==> config.mk <==
export PLATFORM = sky130hd
export DESIGN_NAME = hazard_sched
export DESIGN_NICKNAME = d
export VERILOG_FILES = /design/src/rtl/hazard_sched.sv
export SDC_FILE = /design/constraint.sdc
export NUM_CORES = 1
export LEC_CHECK = 0
export CAP_MARGIN = 15
export CELL_PAD_IN_SITES_DETAIL_PLACEMENT = 1
export CELL_PAD_IN_SITES_GLOBAL_PLACEMENT = 2
export CORE_AREA = 8 8 81 83
export CTS_CLUSTER_SIZE = 40
export DETAILED_ROUTE_END_ITERATION = 10
export DIE_AREA = 0 0 89 91
export PLACE_DENSITY_LB_ADDON = 0.1
export SLEW_MARGIN = 40
export SYNTH_ARGS = -nofsm -noshare
export SYNTH_HDL_FRONTEND = slang
export SYNTH_SLANG_ARGS = --single-unit
export TNS_END_PERCENT = 100
==> constraint.sdc <==
create_clock -name clk -period 6.2 [get_ports clk]
set_clock_uncertainty 0.1 [all_clocks]
set_input_delay 1.24 -clock clk [delete_from_list [all_inputs] [get_ports clk]]
set_output_delay 1.24 -clock clk [all_outputs]
set_load 0.005 [all_outputs]
==> src/rtl/hazard_sched.sv <==
// Hazard scheduler for the 5-stage core: tracks E/M/W GRF writers, raises stall/flush_e and picks forwarding sources.
// Optional MDU busy tracking is enabled by defining HAZARD_MDU_EN.
module hazard_sched #(
  parameter logic [1:0]  TUSE_NONE = 2'd3,
  parameter int unsigned MULT_CYC  = 5,
  parameter int unsigned DIV_CYC   = 10
) (
  input  logic       clk,
  input  logic       reset_n,
  input  logic [4:0] d_rs,
  input  logic [4:0] d_rt,
  input  logic [1:0] d_tuse_rs,
  input  logic [1:0] d_tuse_rt,
  input  logic [4:0] d_a3,
  input  logic       d_we,
  input  logic [1:0] d_tnew_e,
  input  logic       d_md_start,
  input  logic       d_md_div,
  input  logic       d_md_use,
  output logic       stall,
  output logic       flush_e,
  output logic [1:0] fwd_d_rs,
  output logic [1:0] fwd_d_rt,
  output logic [1:0] fwd_e_rs,
  output logic [1:0] fwd_e_rt,
  output logic       mdu_busy
);

  typedef struct packed {
    logic       we;
    logic [4:0] a3;
    logic [1:0] tnew;
    logic [4:0] rs;
    logic [4:0] rt;
`ifdef HAZARD_MDU_EN
    logic       md_start;
    logic       md_div;
`endif
  } e_rec_t;

  typedef struct packed {
    logic       we;
    logic [4:0] a3;
    logic [1:0] tnew;
  } m_rec_t;

  typedef struct packed {
    logic       we;
    logic [4:0] a3;
  } w_rec_t;

  e_rec_t e_q, e_d;
  m_rec_t m_q, m_d;
  w_rec_t w_q, w_d;

  logic rs_stall, rt_stall, md_stall;

  function automatic logic live(input logic we, input logic [4:0] a3, input logic [4:0] r);
    return we && (a3 == r) && (r != 5'd0);
  endfunction

  // Nearest live writer decides; an older ready copy behind a younger pending one is stale.
  function automatic logic op_stall(input logic [4:0] r, input logic [1:0] tuse,
                                    input e_rec_t e, input m_rec_t m);
    if (tuse == TUSE_NONE)     return 1'b0;
    if (live(e.we, e.a3, r))   return e.tnew > tuse;
    if (live(m.we, m.a3, r))   return m.tnew > tuse;
    return 1'b0;
  endfunction

  function automatic logic [1:0] d_fwd(input logic [4:0] r, input e_rec_t e, input m_rec_t m);
    if (live(e.we, e.a3, r)) return (e.tnew == 2'd0) ? 2'd1 : 2'd0;
    if (live(m.we, m.a3, r)) return (m.tnew == 2'd0) ? 2'd2 : 2'd0;
    return 2'd0;
  endfunction

  function automatic logic [1:0] e_fwd(input logic [4:0] r, input m_rec_t m, input w_rec_t w);
    if (live(m.we, m.a3, r)) return (m.tnew == 2'd0) ? 2'd1 : 2'd0;
    if (live(w.we, w.a3, r)) return 2'd2;
    return 2'd0;
  endfunction

`ifdef HAZARD_MDU_EN
  logic [3:0] cnt_q, cnt_d;

  always_comb begin
    cnt_d = cnt_q;
    if (e_q.md_start)
      cnt_d = e_q.md_div ? 4'(DIV_CYC) : 4'(MULT_CYC);
    else if (cnt_q != '0)
      cnt_d = cnt_q - 4'd1;
  end

  always_ff @(posedge clk or negedge reset_n) begin
    if (!reset_n) cnt_q <= '0;
    else          cnt_q <= cnt_d;
  end

  assign md_stall = d_md_use & (e_q.md_start | (cnt_q != '0));
  assign mdu_busy = (cnt_q != '0);
`else
  logic unused_md;
  assign unused_md = ^{d_md_start, d_md_div, d_md_use, MULT_CYC, DIV_CYC};
  assign md_stall  = 1'b0;
  assign mdu_busy  = 1'b0;
`endif

  always_comb begin
    rs_stall = op_stall(d_rs, d_tuse_rs, e_q, m_q);
    rt_stall = op_stall(d_rt, d_tuse_rt, e_q, m_q);
    stall    = rs_stall | rt_stall | md_stall;
    flush_e  = stall;
    fwd_d_rs = d_fwd(d_rs, e_q, m_q);
    fwd_d_rt = d_fwd(d_rt, e_q, m_q);
    fwd_e_rs = e_fwd(e_q.rs, m_q, w_q);
    fwd_e_rt = e_fwd(e_q.rt, m_q, w_q);
  end

  // The record shift never stops; a stall only swaps the incoming E record for a bubble.
  always_comb begin
    e_d = '0;
    if (!stall) begin
      e_d.we   = d_we;
      e_d.a3   = d_a3;
      e_d.tnew = d_tnew_e;
      e_d.rs   = d_rs;
      e_d.rt   = d_rt;
`ifdef HAZARD_MDU_EN
      e_d.md_start = d_md_start;
      e_d.md_div   = d_md_div;
`endif
    end
    m_d      = '0;
    m_d.we   = e_q.we;
    m_d.a3   = e_q.a3;
    m_d.tnew = (e_q.tnew == 2'd0) ? 2'd0 : e_q.tnew - 2'd1;
    w_d      = '0;
    w_d.we   = m_q.we;
    w_d.a3   = m_q.a3;
  end

  always_ff @(posedge clk or negedge reset_n) begin
    if (!reset_n) begin
      e_q <= '0;
      m_q <= '0;
      w_q <= '0;
    end else begin
      e_q <= e_d;
      m_q <= m_d;
      w_q <= w_d;
    end
  end

endmodule

==> reports/summary.txt, run 1 <==
ys async rst share -> 100%
CTS hold repair buffers -> 0
Startpoint Class -> input port
main combinational cell family by area after synthesis -> simple AND/OR/NAND/NOR gates
setup bufs post-CTS -> 0
Post-synth EDFFs -> 0
site row count -> 27
RSZ-0062 raised after global routing -> false
Routed Antenna Nets -> 0
Compound-Gate Fraction of Synth Area -> 6.77%
Layout area overhead -> 28.1%
Max IR drop VDD -> 0.000144 V
core box area -> 5340 sq um
Worst-path clk slew -> 0.06 ns
Yosys reg bits -> 32
initial core utilization -> 33.9%
Synth Area in XOR/XNOR -> 19.4%
Worst Hold Depth -> 0
Critical Path AT -> 3.69 ns
die area -> 8100 sq um
Leak -> 0.920 nW
Worst Setup Path Type -> in -> out
WP buf/inv -> 2
ratio of cells with drive above 1 in the final layout -> 7.58%
hold path startpoint -> e_q[17]
PwrDens -> 229 nW/um^2
nets -> 232
CP Cell Sequence -> clkdlybuf4s50_1, or4_1, o211ai_1, or2_2, a221oi_4, or2_2, clkdlybuf4s50_1
slowest cell on the critical path -> or4_1
mux share of post-synthesis cell area -> 0%
Reg power frac -> 46.2%
CTS Buf Count -> 5
I/O pins -> 38
outcome -> finished, final reports clean
Worst R2R Path Depth -> 6
WL/cell -> 17.8 um
dpl cells -> 262
crit end category -> output pin
post-synthesis sequential area ratio -> 44.2%
Vias -> 1310
setup_tns -> 0 ns
Resize count post-CTS -> 0
Tmin final -> 5.03 ns
f_max -> 0.199 GHz
hpwl dp -> 3760 um
worst hold path type -> reg -> reg
H-tree Lvls -> 2
part of the power in combinational logic -> 17.1%
Avg Cell Area, Syn -> 11.4 sq um
DRT Pass-1 Iters -> 4
post-synthesis simple-gate area fraction -> 20.8%
Residual DRC -> 0
largest net degree at the start of global routing -> 33
pre-CTS WS -> 1.15 ns
latest clock arrival within the worst-skew pair -> 0.28 ns
Synth cell types -> 24
FF-to-FF setup slack -> 3.91 ns
Final setup viols -> 0
Post-Syn Area -> 1810 sq um
Global Route Usage Sum -> 13.1%
Reg-to-Reg End -> e_q[5]
Ant. Diodes -> 0
Pint -> 0.000394 W
Max FO, Critical Path -> 4
worst flop-to-flop path startpoint -> m_q[2]
Die Ht -> 91 um
CTS Root Cell -> clkbuf_8
setup ws final -> 1.17 ns
first-pass GRT wire length -> 8110 um
WL final -> 4800 um
CTS tree -> yes
clock sink count -> 32
slew at the pin closest to its max-slew limit -> 0.500 ns
delay-heaviest family, CP -> simple AND/OR/NAND/NOR gates
initial DRC count -> 41
CP Data Required Time -> 4.86 ns
Final Wtd Congestion -> 0.819
final worst path period share -> 81.1%
most common cell after layout, fill and taps aside -> clkdlybuf4s50_1
global route overflow -> 0
Synth Area in Adders -> 5.53%
delay of the slowest critical-path stage -> 0.59 ns
initial antenna violation count -> 0
die width -> 89 um
Slew headroom -> 66.4%
Avg Vias per Cell -> 4.85
sw frac -> 25.7%
max_cap viols -> 0
final hold vios -> 0
Fin Hold WS -> 0.350 ns
Post-Syn Nets -> 194
Synth Warn # -> 0
PortBufs -> 33
final cell count without fillers -> 270
clock buffer depth -> 2
max-slew violation count -> 0
predominant post-synthesis flop cell -> dfrtp_1
Clk network pwr share -> 36.7%
Sw Pwr -> 0.000136 W
vias in the first global route -> 1517
Worst Hold End -> m_q[7]
commonest non-fill, non-tap cells in the layout -> clkdlybuf4s50_1 (33), dfrtp_1 (32), xnor2_1 (28), nor3b_1 (20), xor2_1 (12)
Post-Syn Instances -> 159
cells by family after synthesis:
group | after synthesis
flops | 32
buf+inv | 9
simple gates | 59
xor+xnor | 40
compound gates | 10
other cells | 1
fa+ha+maj | 8
metrics by stage:
step | util [%] | instance area (sq um) | power, W
2_1_floorplan | - | 1810 | 0.000297
3_3_place_gp | 41.4 | 2210 | 0.000336
3_5_place_dp | 41.4 | 2210 | 0.000341
4_1_cts | 43.5 | 2320 | 0.000538
5_1_grt | 43.5 | 2320 | 0.000560
6_report | 43.5 | 2320 | 0.000531
routing by layer:
metal  share of wire (%)  track usage, %  wire, um
met5                   0               0         0
met4                0.58            2.91        28
met3                 3.8            3.60       183
met2                  51            22.0      2450
met1                  44            16.2      2130
synthesized netlist by cell type (all sizes together) (3+ instances only):
library cell   n  share of area, %
nor3b         20               8.3
nor4           6               2.1
nor3           6               1.7
nand4          6               2.1
or4            4               1.7
dfrtp         32                44
nor2b          5               1.7
xor2          12               5.8
or2            3               1.0
a2bb2oi        4               1.9
ha             8               5.5
nand3          4               1.1
buf            4               2.1
inv            4              0.83
xnor2         28                14
sequential cells by signal, summed over array words and instances, names as in the netlist:
signal and cells:
e_q 18, m_q 8, w_q 6
final cells by class:
cell class	instances	area [sq um]
well taps	72	90.1
multi-input cells	118	953
clock inverters	2	35.0
clock buffers	6	72.6
flip-flops and latches	32	801
fillers	617	3020
inverters	4	15.0
repair buffers	36	353
power groups by stage:
stage / registers [W] / clock network [W] / logic [W]
3_5_place_dp: 0.000249 / 0 / 0.0000915
4_1_cts: 0.000245 / 0.000200 / 0.0000924
6_report: 0.000245 / 0.000195 / 0.0000907
3_3_place_gp: 0.000249 / 0 / 0.0000872
2_1_floorplan: 0.000241 / 0 / 0.0000552
5_1_grt: 0.000248 / 0.000211 / 0.000102
worst register-to-register path, stage by stage, from the launching register on:
cell and delay, ns:
dfrtp_1 0.49, xor2_1 0.21, nor4_1 0.48, nand3_1 0.20, a221oi_4 0.31, buf_4 0.28, nor3b_1 0.10
worst max-delay path by stage:
| stage | endpoint | depth (start not counted) | start |
|---|---|---|---|
| 2_1_floorplan | stall | 6 | d_rs[1] |
| 3_3_place_gp | stall | 7 | d_rt[1] |
| 3_5_place_dp | stall | 7 | d_rt[1] |
| 4_1_cts | stall | 7 | d_rt[1] |
| 5_1_grt | stall | 7 | d_rt[1] |
| 6_report | stall | 7 | d_rt[1] |
No activity file was read; power rests on OpenSTA's default activity.
==> run 2: changes to the inputs <==
--- a/config.mk
+++ b/config.mk
@@ -8,10 +8,10 @@
 export CAP_MARGIN = 15
 export CELL_PAD_IN_SITES_DETAIL_PLACEMENT = 1
 export CELL_PAD_IN_SITES_GLOBAL_PLACEMENT = 2
-export CORE_AREA = 8 8 81 83
+export CORE_AREA = 8 8 89 91
 export CTS_CLUSTER_SIZE = 40
 export DETAILED_ROUTE_END_ITERATION = 10
-export DIE_AREA = 0 0 89 91
+export DIE_AREA = 0 0 97 99
 export PLACE_DENSITY_LB_ADDON = 0.1
 export SLEW_MARGIN = 40
 export SYNTH_ARGS = -nofsm -noshare
==> constraint.sdc (replaced) <==
create_clock -name clk -period 4.41 [get_ports clk]
set_clock_uncertainty 0.1 [all_clocks]
set_input_delay 0.882 -clock clk [delete_from_list [all_inputs] [get_ports clk]]
set_output_delay 0.882 -clock clk [all_outputs]
set_load 0.005 [all_outputs]
==> run 2 against run 1 <==
Total power increased by 42%. Combinational power is 43% higher. Worst hold slack got worse by 0.016 ns. Sequential cell count unchanged. Clock power rose by 43%. Sequential share of layout area fell by 0.69 points. Die area increased by 19%. Via count up 3.0%. Sequential power is 40% higher. Highest routed layer unchanged.
==> reports/summary.txt, run 2 (synthesis gave the netlist of run 1 again) <==
Avg Vias per Cell -> 4.77 (-1.8%)
Max IR drop VDD -> 0.000128 V (-11%)
Reg power frac -> 45.8% (-0.4 points)
Vias -> 1349 (+3.0%)
max reg flops -> 18 (unchanged)
initial DRC count -> 17 (-59%)
crit end category -> output pin
Routed Antenna Nets -> 0 (unchanged)
slew at the pin closest to its max-slew limit -> 0.499 ns (-0.00148 ns)
PortBufs -> 33 (unchanged)
Fin Hold WS -> 0.334 ns (-0.0163 ns)
setup ws final -> 0.126 ns (-1.04 ns)
Die Ht -> 99 um (+8.8%)
outcome -> finished, final reports clean
Clk network pwr share -> 36.9% (+0.2 points)
Pint -> 0.000557 W (+41%)
I/O pins -> 38 (unchanged)
core box area -> 6570 sq um (+23%)
CP Data Required Time -> 3.43 ns (-1.43 ns)
clock sink count -> 32 (unchanged)
first-pass GRT wire length -> 8430 um (+4.0%)
CTS hold repair buffers -> 0 (unchanged)
DRT Pass-1 Iters -> 3 (-1)
Resize count post-CTS -> 0 (unchanged)
WL final -> 5000 um (+4.2%)
Finished Cell Area -> 2370 sq um (+2.0%)
largest registers -> e_q: 18 flops, m_q: 8 flops, w_q: 6 flops
f_max -> 0.233 GHz
Max FO, Critical Path -> 4 (unchanged)
Slew headroom -> 66.5% (+0.099 points)
WL/cell -> 17.7 um (-0.61%)
largest register by flop count -> e_q
sw frac -> 25.9% (+0.25 points)
PwrDens -> 318 nW/um^2 (+39%)
H-tree Lvls -> 2 (unchanged)
Final Core Density -> 36.0% (-7.4 points)
hpwl dp -> 3980 um (+5.9%)
commonest non-fill, non-tap cells in the layout -> clkdlybuf4s50_1 (33), dfrtp_1 (32), xnor2_1 (28), nor3b_1 (20), xor2_1 (12)
worst hold path type -> reg -> reg
Worst-path clk slew -> 0.07 ns (about the same)
latest clock arrival within the worst-skew pair -> 0.29 ns (about the same)
CTS Buf Count -> 5 (unchanged)
global route overflow -> 0 (unchanged)
nets -> 237 (+2.2%)
Final setup viols -> 0 (unchanged)
Leak -> 0.945 nW (+2.7%)
CTS tree -> yes
Residual DRC -> 0 (unchanged)
final worst path period share -> 97.1%
Worst Setup Path Type -> in -> out
Critical Path AT -> 3.30 ns (-0.39 ns)
max-slew violation count -> 0 (unchanged)
initial core utilization -> 27.6% (-6.4 points)
CTS Root Cell -> clkbuf_8
clock buffer depth -> 2 (unchanged)
Sw Pwr -> 0.000195 W (+43%)
part of the power in combinational logic -> 17.3% (+0.2 points)
max_cap viols -> 0 (unchanged)
die width -> 97 um (+9.0%)
most common cell after layout, fill and taps aside -> clkdlybuf4s50_1
ratio of cells with drive above 1 in the final layout -> 9.85% (+2.3 points)
final hold vios -> 0 (unchanged)
die area -> 9600 sq um (+19%)
initial antenna violation count -> 0 (unchanged)
Ant. Diodes -> 0 (unchanged)
Layout area overhead -> 30.8%
cell area after placement -> 2260 sq um (+2.1%)
vias in the first global route -> 1597 (+5.3%)
setup bufs post-CTS -> 0 (unchanged)
pre-CTS WS -> 0.0974 ns (-1.06 ns)
Tmin final -> 4.28 ns
Fillers -> 727 (+18%)
Final Wtd Congestion -> 0.769 (-6.2%)
setup_tns -> 0 ns (unchanged)
Global Route Usage Sum -> 11.1% (-2.1 points)
Startpoint Class -> input port
site row count -> 30 (+11%)
RSZ-0062 raised after global routing -> false
largest net degree at the start of global routing -> 33 (unchanged)
==> run 2: cell count changes in the layout (fill, tap and decap cells not counted), sizes merged <==
cell  delta
buf      +5
==> run 2: stage by stage <==
stage	total power, W	cells
after floorplan	0.000417	159
after global placement	0.000478	275
after detailed placement	0.000484	275
after CTS	0.000767	283
after global routing	0.000794	283
final	0.000752	283
==> run 2: area by class of cell <==
class	count	area [sq um]	area share, %
Clock buffer	6	72.6	3.07
Tap cell	80	100	4.23
Sequential cell	32	801	33.8
Clock inverter	2	35.0	1.48
Inverter	4	15.0	0.634
Multi-Input combinational cell	118	953	40.3
Timing Repair Buffer	41	390	16.5
==> run 2: metal layers <==
metal / wire length (um) / GRT usage, % / vias to the layer above
met1: 2160 / 12.3 / 668
met4: 76 / 3.55 / 0
met3: 222 / 3.64 / 7
li1: - / - / 650
met5: 0 / 0 / -
met2: 2530 / 19.4 / 24
==> run 2: path summary, 6_finish.rpt <==
| kind | from | to | slack, ns | depth (start not counted) |
|---|---|---|---|---|
| min in group asynchronous | reset_n | e_q[12] | 0.90 | 2 |
| min | e_q[17] | m_q[7] | 0.33 | 0 |
| min reg2reg | e_q[17] | m_q[7] | 0.33 | 0 |
| max | d_rs[1] | flush_e | 0.13 | 7 |
| max in group asynchronous | reset_n | m_q[0] | 3.01 | 2 |
| max reg2reg | m_q[2] | e_q[9] | 2.17 | 7 |
==> run 2: worst max-delay path, stage by stage <==
cell	delay, ns
clkdlybuf4s50_1	0.51
or4_1	0.59
o211ai_1	0.23
or2_2	0.21
a221oi_4	0.07
or2_2	0.35
clkdlybuf4s50_1	0.46
==> run 2: power by group through the flow <==
stage,clock network [W],logic [W],registers [W]
2_1_floorplan,0,0.0000776,0.000339
3_3_place_gp,0,0.000127,0.000351
3_5_place_dp,0,0.000132,0.000351
4_1_cts,0.000288,0.000133,0.000346
5_1_grt,0.000299,0.000147,0.000348
6_report,0.000278,0.000130,0.000344
==> run 3: changes to the inputs <==
--- a/config.mk
+++ b/config.mk
@@ -17,4 +17,4 @@
 export SYNTH_ARGS = -nofsm -noshare
 export SYNTH_HDL_FRONTEND = slang
 export SYNTH_SLANG_ARGS = --single-unit
-export TNS_END_PERCENT = 100
+export TNS_END_PERCENT = 1
==> results of run 3 <==
Same layout as run 2: the final DEF is identical, and so are final timing and power.
